## config.mk

```make
export PLATFORM = sky130hd
export DESIGN_NAME = counter8b_sweep_ctrl
export DESIGN_NICKNAME = d
export VERILOG_FILES = /design/src/rtl/counter8b_sweep_ctrl.sv
export SDC_FILE = /design/constraint.sdc
export NUM_CORES = 1
export LEC_CHECK = 0
export ABC_AREA = 1
export CAP_MARGIN = 10
export CORE_UTILIZATION = 50
export CTS_CLUSTER_SIZE = 30
export DETAILED_ROUTE_END_ITERATION = 6
export PLACE_DENSITY = 0.82
export SYNTH_ARGS = -nofsm -noshare
export SYNTH_HDL_FRONTEND = slang
export SYNTH_SLANG_ARGS = --single-unit
```

## constraint.sdc

```tcl
create_clock -name clk -period 2.6 [get_ports clk]
set_input_delay 0.65 -clock clk [delete_from_list [all_inputs] [get_ports clk]]
set_output_delay 0.65 -clock clk [all_outputs]
set_load 0.02 [all_outputs]
```

## src/rtl/counter8b_sweep_ctrl.sv

```systemverilog
// Sequencer for the 8-bit up/down counter: sweeps it between programmed limits a
// programmed number of times with a dwell at each end, closing the loop on the readback.
module counter8b_sweep_ctrl #(
    parameter int WIDTH = 8,
    parameter int SWP_W = 4,
    parameter int DWL_W = 4
) (
    input  logic             clk,
    input  logic             reset,
    input  logic             start,
    input  logic             abort,
    input  logic [WIDTH-1:0] lo_lim,
    input  logic [WIDTH-1:0] hi_lim,
    input  logic [SWP_W-1:0] sweeps,
    input  logic [DWL_W-1:0] dwell,
    input  logic [WIDTH-1:0] cnt_value,
    output logic             cnt_clr,
    output logic             cnt_en,
    output logic             cnt_dir,
    output logic             busy,
    output logic             done,
    output logic             err,
    output logic [SWP_W-1:0] sweep_idx
);

    typedef enum logic [2:0] {
        S_IDLE   = 3'd0,
        S_CLEAR  = 3'd1,
        S_SEEK   = 3'd2,
        S_UP     = 3'd3,
        S_DWL_HI = 3'd4,
        S_DOWN   = 3'd5,
        S_DWL_LO = 3'd6,
        S_DONE   = 3'd7
    } state_t;

    state_t             state_r, next_s;
    logic [WIDTH-1:0]   lo_r, hi_r;
    logic [SWP_W-1:0]   sweeps_r, sweep_idx_r, idx_next_s;
    logic [DWL_W-1:0]   dwell_r, dwell_cnt_r;
    logic               busy_r, done_r, err_r;
    logic               load_s, bad_cfg_s, rb_fault_s, rb_err_s, idx_inc_s, dwell_end_s;

    assign idx_next_s  = sweep_idx_r + {{(SWP_W-1){1'b0}}, 1'b1};
    assign dwell_end_s = (dwell_cnt_r == dwell_r);
    assign rb_fault_s  = (cnt_value > hi_r) || (cnt_value < lo_r);

    // Next-state decode and combinational counter controls
    always_comb begin
        next_s    = state_r;
        cnt_clr   = 1'b0;
        cnt_en    = 1'b0;
        cnt_dir   = 1'b1;
        load_s    = 1'b0;
        bad_cfg_s = 1'b0;
        rb_err_s  = 1'b0;
        idx_inc_s = 1'b0;
        case (state_r)
            S_IDLE: begin
                if (start && (lo_lim < hi_lim) && (sweeps != {SWP_W{1'b0}})) begin
                    load_s = 1'b1;
                    next_s = S_CLEAR;
                end else begin
                    bad_cfg_s = start;
                end
            end
            S_CLEAR: begin
                cnt_clr = 1'b1;
                next_s  = S_SEEK;
            end
            S_SEEK: begin
                if (cnt_value == lo_r) begin
                    next_s = S_UP;
                end else begin
                    cnt_en = 1'b1;
                end
            end
            S_UP: begin
                if (rb_fault_s) begin
                    rb_err_s = 1'b1;
                    next_s   = S_IDLE;
                end else if (cnt_value == hi_r) begin
                    next_s = S_DWL_HI;
                end else begin
                    cnt_en = 1'b1;
                end
            end
            S_DWL_HI: begin
                if (dwell_end_s) begin
                    next_s = S_DOWN;
                end else begin
                    next_s = S_DWL_HI;
                end
            end
            S_DOWN: begin
                cnt_dir = 1'b0;
                if (rb_fault_s) begin
                    rb_err_s = 1'b1;
                    next_s   = S_IDLE;
                end else if (cnt_value == lo_r) begin
                    next_s = S_DWL_LO;
                end else begin
                    cnt_en = 1'b1;
                end
            end
            S_DWL_LO: begin
                cnt_dir = 1'b0;
                if (dwell_end_s) begin
                    idx_inc_s = 1'b1;
                    next_s    = (idx_next_s == sweeps_r) ? S_DONE : S_UP;
                end else begin
                    next_s = S_DWL_LO;
                end
            end
            S_DONE: begin
                next_s = S_IDLE;
            end
            default: begin
                next_s = S_IDLE;
            end
        endcase
        // Abort overrides everything: counter frozen, silent return to idle
        if (abort && (state_r != S_IDLE)) begin
            next_s    = S_IDLE;
            cnt_en    = 1'b0;
            cnt_clr   = 1'b0;
            rb_err_s  = 1'b0;
            idx_inc_s = 1'b0;
        end else begin
            next_s = next_s;
        end
    end

    // State, latched configuration, dwell timer and registered status
    always_ff @(posedge clk or negedge reset) begin
        if (!reset) begin
            state_r     <= S_IDLE;
            lo_r        <= {WIDTH{1'b0}};
            hi_r        <= {WIDTH{1'b0}};
            sweeps_r    <= {SWP_W{1'b0}};
            dwell_r     <= {DWL_W{1'b0}};
            dwell_cnt_r <= {DWL_W{1'b0}};
            sweep_idx_r <= {SWP_W{1'b0}};
            busy_r      <= 1'b0;
            done_r      <= 1'b0;
            err_r       <= 1'b0;
        end else begin
            state_r <= next_s;
            if (load_s) begin
                lo_r        <= lo_lim;
                hi_r        <= hi_lim;
                sweeps_r    <= sweeps;
                dwell_r     <= dwell;
                sweep_idx_r <= {SWP_W{1'b0}};
            end else if (idx_inc_s) begin
                sweep_idx_r <= idx_next_s;
            end
            // Timer restarts whenever a dwell state is entered
            if (((state_r == S_DWL_HI) || (state_r == S_DWL_LO)) && (next_s == state_r)) begin
                dwell_cnt_r <= dwell_cnt_r + {{(DWL_W-1){1'b0}}, 1'b1};
            end else begin
                dwell_cnt_r <= {DWL_W{1'b0}};
            end
            busy_r <= (next_s != S_IDLE);
            done_r <= (next_s == S_DONE);
            err_r  <= bad_cfg_s | rb_err_s;
        end
    end

    assign busy      = busy_r;
    assign done      = done_r;
    assign err       = err_r;
    assign sweep_idx = sweep_idx_r;

endmodule

```

* Word level (Yosys, flattened, before mapping) *
Cells that the tools add are included.

word-level totals
  output and inout bits = 10
  flip-flop bits (word level) = 38
  input bits = 36
  logic and storage cells = 75

cells by class
  reductions and logical operators = 13
  order comparisons = 3
  equal/unequal tests = 13
  add/sub/neg operators = 2
  bitwise operators = 1
  muxes and demuxes = 33

operators by type and width
  operator                                                         number
  3-bit 2-to-1 mux                                                 9
  3-bit one-hot mux with 8 select lines                            1
  1-bit 2-to-1 mux                                                 19
  8-bit == test                                                    2
  8-bit < comparator                                               2
  3-bit == test, second input constant                             5
  4-bit 2-to-1 mux                                                 3
  4-bit by 1-bit adder with 4-bit output, second input constant    2
  4-bit == test                                                    2
  8-bit greater-than comparator                                    1
  3-bit by 2-bit == test with 1-bit output, second input constant  2
  3-bit nonzero test                                               2
  1-bit logical AND                                                4
  4-bit nonzero test                                               1
  2-bit OR reduction                                               2
  3-bit by 1-bit == test with 1-bit output, second input constant  1
  3-bit == test                                                    1
  3-bit zero test                                                  1
  1-bit one-hot mux with 3 select lines                            1
  1-bit logical OR                                                 2
  2-bit nonzero test                                               1
  1-bit OR                                                         1

* Longest topological paths before layout *
Gate-level depths: netlist of the first run.

  word-level depth = 9
  gate-level depth with buffers = 16
  depth with buffers taken out = 16

* Worst setup path before layout of the first run *
Ideal clock, no wire load.

  path kind = input -> output
  from = input cnt_value[7]
  to = output cnt_en
  data arrival time = 1877 ps
  data required time = 1950 ps
  path slack = 73 ps
  stages on the path = 8
  cells stage by stage = ha_1 -> nand2_1 -> inv_1 -> nand2_1 -> nand3_1 -> a21oi_1 -> nand4_1 -> a31oi_1

between the ends
  longest elaborated chain between the ends = 5

ends and longest elaborated chain
  item                                                         line    source
  start: declaration                                           16      input logic [WIDTH-1:0] cnt_value,
  8-bit greater-than comparator, or another cell as far along  46      assign rb_fault_s = (cnt_value > hi_r) || (cnt_value < lo_r);
  1-bit logical OR, or another cell as far along               46
  1-bit 2-to-1 mux (on tied branches)                          97, 79
  1-bit one-hot mux with 3 select lines (*)                    58      case (state_r)
  1-bit 2-to-1 mux (*)                                         123     if (abort && (state_r != S_IDLE)) begin
  end: declaration                                             18      output logic cnt_en,

Every way passes the cells marked *; elsewhere a longest branch is shown, timed or not.

* Worst setup path in the final report of the first run *
  from = input cnt_value[4]
  to = output cnt_en

The elaborated chain is that of the path after synthesis.

==> summary.md, run 1 <==
| Metric | Value |
|---|---|
| Root Buffer | `clkbuf_8` |
| Ports | `46` |
| Min Clock Period, post-route | `2.79 ns` |
| Synth Instances | `318` |
| Hold WS | `0.504 ns` |
| Most numerous cell in the Yosys netlist | `nand2_1` |
| CP cell instances | `buf_4 > ha_4 > nand2_2 > nor2_4 > nand4_1 > nand2_1 > nand4_1 > a31oi_1 > buf_4` |
| Total Wirelength | `around 8400 um` |
| Global-route usage over all layers | `between 30% and 40%` |
| Clock sinks | `38` |
| Buf/Inv on CP | `2` |
| Mapped Area | `approximately 2400 um^2` |
| GR Overflow Total | `0` |
| Largest net degree at the start of global routing | `39` |
| Num rows | `25` |
| Peak VDD IR | `roughly 0.49 mV` |
| Final Cycle Share | `107%` |
| Switch Pwr | `1.18 mW` |
| Mean post-synth cell area | `7.67 um^2` |
| Cts bufs inserted | `5` |
| Synth area leaders | `dfrtp_1, nand2_1, ha_1` |
| Power share of the clock group | `~14%` |
| Port Buffers | `45` |
| Die span in x | `a little over 70 um` |
| First-pass GRT wire length | `~13000 um` |
| Inst Count DP | `around 440` |
| Antenna Cells | `0` |
| ANT nets after route | `0` |
| Routed WL per cell | `18.1 um` |
| Reg clk slew, reported paths | `~0.07 ns` |
| Slew Viols, Final | `0` |
| Die Y | `a little over 70 um` |
| Synth area leader | `dfrtp_1` |
| Post-Syn Nets | `roughly 380` |
| Starting DRC count in detailed routing | `~330` |
| DR vias/cell | `approximately 5.8` |
| CP Data Arrival Time | `between 2 and 2.5 ns` |
| Initial antenna violation count | `0` |
| Critical path type | `input port to output pin` |
| Worst slew pin tran | `between 0.5 and 0.6 ns` |
| Non-Filler Instances | `about 470` |
| Worst skew pair latency | `roughly 0.3 ns` |
| Share of cells above drive strength 1 | `33.6%` |
| Most used DFF post-synth | `dfrtp_1` |
| Worst r2r src | `hi_r[4]` |
| Sequential area share after synthesis | `slightly below 40%` |
| Yosys warning count | `0` |
| Synth top area share | `between 30 and 40%` |
| Maximum operating frequency | `~360 MHz` |
| Outcome | `finished with violations` |
| Fill cells | `approximately 250` |
| RSZ-0062 raised after global routing | `yes` |
| Crit-path max cell delay | `0.26 ns` |
| Area growth syn-to-layout | `53.9%` |
| Gate power share | `a little under three fifths` |
| Crit path max fanout | `2` |
| Final core occ | `approximately 80%` |
| Clk_skew | `about 0.011 ns` |
| Fin nets | `approximately 470` |
| Hold Startpoint | `hi_r[4]` |
| MaxCap Viol Count | `0` |
| Critical Path RT | `1.95 ns` |
| Initial Util | `~52%` |
| Design Power | `2.92 mW` |
| Final hold violation count | `0` |
| Failing checks | `design-rule violations, negative setup slack` |
| PD cells | `between 700 and 800 nW/um^2` |
| Setup-failing EPs final | `8` |
| Asr flop ratio synth | `100%` |
| Flop pwr share | `30.3%` |
| Routed via count | `between 2000 and 3000` |
| 1st-pass router iterations | `7` |
| Number of global-route vias before repair | `2692` |
| Worst Setup Slack, final | `-0.188 ns` |
| Total die area | `just over 5000 um^2` |
| Core area | `4690 um^2` |
| Max stage delay cell, worst path | `ha_4` |
| P_int | `1.74 mW` |
| Synth cell count leaders | `nand2_1, inv_1, dfrtp_1` |
| HPWL Detailed | `roughly 4200 um` |
| Max-Slew Margin vs Limit | `between 60% and 70%` |
| Post-synth EDFFs | `0` |
| Critical Path End Type | `output pin` |
| Worst setup startpoint | `cnt_value[4]` |
| Yosys reg bits | `38` |
| CTS max path bufs | `2` |
| Critical path's top delay family | `simple AND/OR/NAND/NOR gates` |
| CTS tree | `built` |
| Hold Crit Class | `flip-flop to flip-flop` |
| DRC viols | `1` |
| Sw frac | `about two fifths` |
| Yosys cell types | `30` |
| Gp weighted congestion | `approximately 0.86` |
| CP startpoint kind | `input port` |
| Leak | `1.85 nW` |
| Htree depth | `2` |
==> final timing paths <==
check | endpoint | slack (ns) | cells past startpoint
setup / recovery | cnt_en | -0.19 | 9
hold / removal | hi_r[4] | 0.50 | 2
setup reg to reg | dwell_cnt_r[3] | -0.07 | 20
hold reg to reg | hi_r[4] | 0.50 | 2
max in group asynchronous | state_r[2] | 1.42 | 2
min in group asynchronous | hi_r[5] | 0.79 | 2
==> what timing repair did <==
action                                  CTS  global route
hold buffers                              0             0
endpoints found under the setup margin    2            12
setup buffers                            22             3
pin swaps                                30            29
gates resized for setup                  75            57
gates cloned                              0             0
==> flip-flops by register name, summed over array words and instances, names as in the netlist <==
register	count
dwell_r	4
sweeps_r	4
dwell_cnt_r	4
hi_r	8
busy	1
state_r	3
done	1
sweep_idx	4
err	1
lo_r	8
==> cell usage in the layout, fill, tap and decap left out, types with 6 or more instances in the layout <==
| cell | Yosys | final |
|---|---|---|
| a21oi_1 | 7 | 6 |
| buf_4 | 3 | 47 |
| clkbuf_8 | 0 | 6 |
| clkdlybuf4s50_1 | 0 | 34 |
| dfrtp_1 | 38 | 35 |
| ha_1 | 25 | 9 |
| ha_4 | 0 | 15 |
| inv_1 | 52 | 40 |
| inv_2 | 3 | 15 |
| nand2_1 | 94 | 73 |
| nand2_2 | 4 | 21 |
| nand3_1 | 12 | 9 |
| nor2_1 | 24 | 19 |
| o21ai_0 | 16 | 16 |
| o21ai_1 | 6 | 6 |
| xor2_1 | 7 | 7 |
==> routing by layer <==
metal | GRT usage (%) | up-vias | part of all wire [%]
li1 | - | 1185 | -
met1 | 36.2 | 1225 | 35
met2 | 55.5 | 196 | 50
met3 | 7.88 | 72 | 8.3
met4 | 22.4 | 0 | 6.6
met5 | 0 | - | 0
==> worst reg2reg max path, stage by stage (launching register included) <==
cell	delay [ns]
dfrtp_1	0.36
inv_1	0.08
ha_4	0.27
nand2_2	0.06
nor2_4	0.16
buf_12	0.13
nand2_1	0.05
nand2_1	0.06
nand2_1	0.08
buf_4	0.14
buf_4	0.12
buf_4	0.12
buf_4	0.13
buf_4	0.13
buf_4	0.13
o211ai_1	0.10
nand2_1	0.10
nand2_2	0.14
nor2_4	0.06
nand2_4	0.11
nor2_4	0.04
==> power by group through the flow <==
stage          combinational [mW]  sequential [mW]  clock, mW
4_1_cts                      1.32            0.863      0.403
2_1_floorplan               0.575            0.854          0
3_5_place_dp                0.992            0.869          0
3_3_place_gp                0.938            0.859          0
6_report                     1.63            0.885      0.409
5_1_grt                      1.73            0.895      0.438
==> cell families after synthesis <==
group           share of synthesized area [%]
buf+inv                                  10.0
simple gates                             25.8
fa+ha+maj                                12.8
compound gates                           8.83
flops                                    39.0
xor+xnor                                 3.59
==> through the flow <==
stage | setup TNS (ns) | setup WS (ns) | cell area, um^2
global placement | -0.862 | -0.862 | 3120
global route | -1.24 | -0.204 | 3750
floorplan | 0 | 0.0731 | 2440
detailed placement | -1.19 | -0.881 | 3120
CTS | -0.00169 | -0.00169 | 3580
finish | -0.742 | -0.188 | 3750
==> layout make-up <==
class / count / area (um^2) / share of cell area [%]
well taps: 54 / 67.6 / 1.80
inverters: 56 / 211 / 5.63
multi-input cells: 219 / 1590 / 42.4
flip-flops and latches: 38 / 955 / 25.4
clock buffers: 6 / 82.6 / 2.20
repair buffers: 92 / 846 / 22.5
Note: power is estimated with default switching activity, not from simulation.
==> inputs of run 2 (changes only) <==
--- a/config.mk
+++ b/config.mk
@@ -7,10 +7,12 @@
 export LEC_CHECK = 0
 export ABC_AREA = 1
 export CAP_MARGIN = 10
-export CORE_UTILIZATION = 50
+export CELL_PAD_IN_SITES_DETAIL_PLACEMENT = 0
+export CELL_PAD_IN_SITES_GLOBAL_PLACEMENT = 1
+export CORE_UTILIZATION = 38
 export CTS_CLUSTER_SIZE = 30
 export DETAILED_ROUTE_END_ITERATION = 6
-export PLACE_DENSITY = 0.82
+export PLACE_DENSITY = 0.85
 export SYNTH_ARGS = -nofsm -noshare
 export SYNTH_HDL_FRONTEND = slang
 export SYNTH_SLANG_ARGS = --single-unit
==> run 2 against run 1 <==
Compared with the run above:
- highest routed layer unchanged
- register-to-register slack improved by 0.26 ns
- die area increased by 31%
- final cell count increased by 1.3%
- count of clock-buffer cells in the layout unchanged
- via count decreased by 18%
- the flow now finishes without violations
- flip-flop and latch count unchanged
- wire length decreased by 32%
- combinational power decreased by 27%
- first-iteration DRC count decreased by 60%
- clock power increased by 51%
- maximum frequency increased by 8.4%
==> summary.md, run 2 (synthesis results as in run 1) <==
| Metric | Value |
|---|---|
| Routed WL per cell | `12.1 um (was 18.1 um)` |
| Initial antenna violation count | `0 (unchanged)` |
| Area growth syn-to-layout | `43.3% (was 53.9%)` |
| Inst Count DP | `453 (was 436)` |
| Clk_skew | `0.0117 ns (was 0.0110 ns)` |
| DR vias/cell | `4.68 (was 5.76)` |
| Global-route usage over all layers | `18.9% (was 32.7%)` |
| Max-Slew Margin vs Limit | `44.4% (was 66.2%)` |
| Commonest non-fill, non-tap cell in the layout | `nand2_1 (unchanged)` |
| Die span in x | `82.1 um (was 71.8 um)` |
| Most used cell, CP | `nand2_2` |
| Worst slew pin tran | `0.835 ns (was 0.507 ns)` |
| Maximum operating frequency | `389 MHz (was 359 MHz)` |
| Clock sinks | `38 (unchanged)` |
| Non-Filler Instances | `471 (was 465)` |
| Critical Path End Type | `output pin (unchanged)` |
| Critical path type | `input port to output pin (unchanged)` |
| Hold Crit Class | `input port to asynchronous set/reset pin (was flip-flop to flip-flop)` |
| Final Cycle Share | `98.9% (was 107%)` |
| Antenna Cells | `0 (unchanged)` |
| Die Y | `82.1 um (was 71.8 um)` |
| Num rows | `28 (was 25)` |
| CP startpoint kind | `input port (unchanged)` |
| MaxCap Viol Count | `0 (unchanged)` |
| CP cell instances | `buf_4 > ha_4 > nand2_2 > nand2_1 > nand2_1 > nand3_2 > inv_2 > nand2_2 > nand2_2 > nand4_1 > a31oi_1 > buf_4 (was buf_4 > ha_4 > nand2_2 > nor2_4 > nand4_1 > nand2_1 > nand4_1 > a31oi_1 > buf_4)` |
| Routed via count | `2204 (was 2678)` |
| Fill cells | `541 (was 251)` |
| RSZ-0062 raised after global routing | `yes (unchanged)` |
| Fin nets | `456 (was 473)` |
| Max stage delay cell, worst path | `ha_4 (unchanged)` |
| Crit-path max cell delay | `0.24 ns (was 0.26 ns)` |
| Hold WS | `0.461 ns (was 0.504 ns)` |
| Final hold violation count | `0 (unchanged)` |
| Worst skew pair latency | `0.29 ns (was 0.30 ns)` |
| Largest regs | `hi_r (8), lo_r (8) (unchanged)` |
| Outcome | `completed (was finished with violations)` |
| Share of cells above drive strength 1 | `23.7% (was 33.6%)` |
| Starting DRC count in detailed routing | `134 (was 331)` |
| Root Buffer | `clkbuf_8 (unchanged)` |
| Core area | `6060 um^2 (was 4690 um^2)` |
| Critical Path RT | `1.95 ns (about the same)` |
| Commonest cells after routing, fill and taps aside | `nand2_1, inv_1, dfrtp_1 (was nand2_1, buf_4, inv_1)` |
| CP Data Arrival Time | `1.92 ns (was 2.14 ns)` |
| Ports | `46 (unchanged)` |
| Min Clock Period, post-route | `2.57 ns (was 2.79 ns)` |
| Slew Viols, Final | `0 (unchanged)` |
| First-pass GRT wire length | `9520 um (was 12600 um)` |
| Htree depth | `2 (unchanged)` |
| Number of global-route vias before repair | `2130 (was 2692)` |
| GR Overflow Total | `0 (unchanged)` |
| Total Wirelength | `5690 um (was 8420 um)` |
| DRC viols | `0 (was 1)` |
| 1st-pass router iterations | `4 (was 7)` |
| CTS max path bufs | `2 (unchanged)` |
| Reg clk slew, reported paths | `0.07 ns (about the same)` |
| PD cells | `765 nW/um^2 (was 778 nW/um^2)` |
| Setup-failing EPs final | `0 (was 8)` |
| Leak | `1.76 nW (was 1.85 nW)` |
| Peak VDD IR | `0.409 mV (was 0.486 mV)` |
| Initial Util | `40.2% (was 52.0%)` |
| CTS tree | `built (unchanged)` |
| Cts bufs inserted | `5 (unchanged)` |
| ANT nets after route | `0 (unchanged)` |
| Largest net degree at the start of global routing | `39 (unchanged)` |
| Total die area | `6740 um^2 (was 5160 um^2)` |
| Port Buffers | `45 (unchanged)` |
| HPWL Detailed | `4250 um (was 4240 um)` |
| Gp weighted congestion | `0.779 (was 0.860)` |
| Crit path max fanout | `2 (unchanged)` |
[run 2: power by group]
part / leakage [nW] / switching, mW / internal, mW
logic: 1.20 / 0.617 / 0.568
registers: 0.489 / 0.109 / 0.763
clock network: 0.0714 / 0.207 / 0.409
[run 2: stage by stage]
step / TNS [ns] / util, % / instance area (um^2) / setup WS [ns] / total power, mW
after global routing: -0.0598 / 57.7 / 3490 / -0.0598 / 2.88
after detailed placement: -0.998 / 51.5 / 3120 / -0.867 / 1.85
after global placement: -0.859 / 51.5 / 3120 / -0.820 / 1.82
after floorplan: 0 / - / 2440 / 0.0731 / 1.43
final: 0 / 57.7 / 3490 / 0.0292 / 2.67
after CTS: 0 / 56.6 / 3430 / 0.00124 / 2.60
[run 2: worst paths after layout]
path / from / end / slack [ns] / cells past startpoint
max: cnt_value[5] / cnt_en / 0.03 / 12
min: reset / hi_r[5] / 0.46 / 1
max reg2reg: hi_r[6] / dwell_cnt_r[1] / 0.19 / 20
min reg2reg: dwell_cnt_r[0] / dwell_cnt_r[0] / 0.50 / 1
max in group asynchronous: reset / lo_r[5] / 1.61 / 1
min in group clk: dwell_cnt_r[0] / dwell_cnt_r[0] / 0.50 / 1
[run 2: timing repair]
action,in CTS,in global routing
setup endpoints to repair,2,9
setup buffers,11,0
gates resized for setup,58,22
hold endpoints to repair,0,0
hold buffers,0,0
pin swaps,18,16
[run 2: metal layers]
metal	GRT usage, %	vias up	wire length (um)
met5	0	-	0
met4	4.21	0	54
met3	3.63	5	248
met2	31.2	45	2580
met1	25.5	1005	2810
li1	-	1149	-
[run 2: layout make-up]
class | count | area [um^2] | share of cell area (%)
sequential | 38 | 951 | 27.2
clock inverter | 2 | 60.1 | 1.72
timing repair buffer | 75 | 661 | 18.9
tap | 75 | 93.8 | 2.69
clock buffer | 6 | 82.6 | 2.36
multi-input combinational | 219 | 1440 | 41.1
inverter | 56 | 211 | 6.05
[run 2: worst max-delay path: cells and delay by family]
| family | cells | cell delay (ns) |
|---|---|---|
| AOI/OAI and AO/OA | 1 | 0.17 |
| adders and majority gates | 1 | 0.24 |
| buffers and inverters | 3 | 0.37 |
| and+or+nand+nor | 7 | 0.48 |
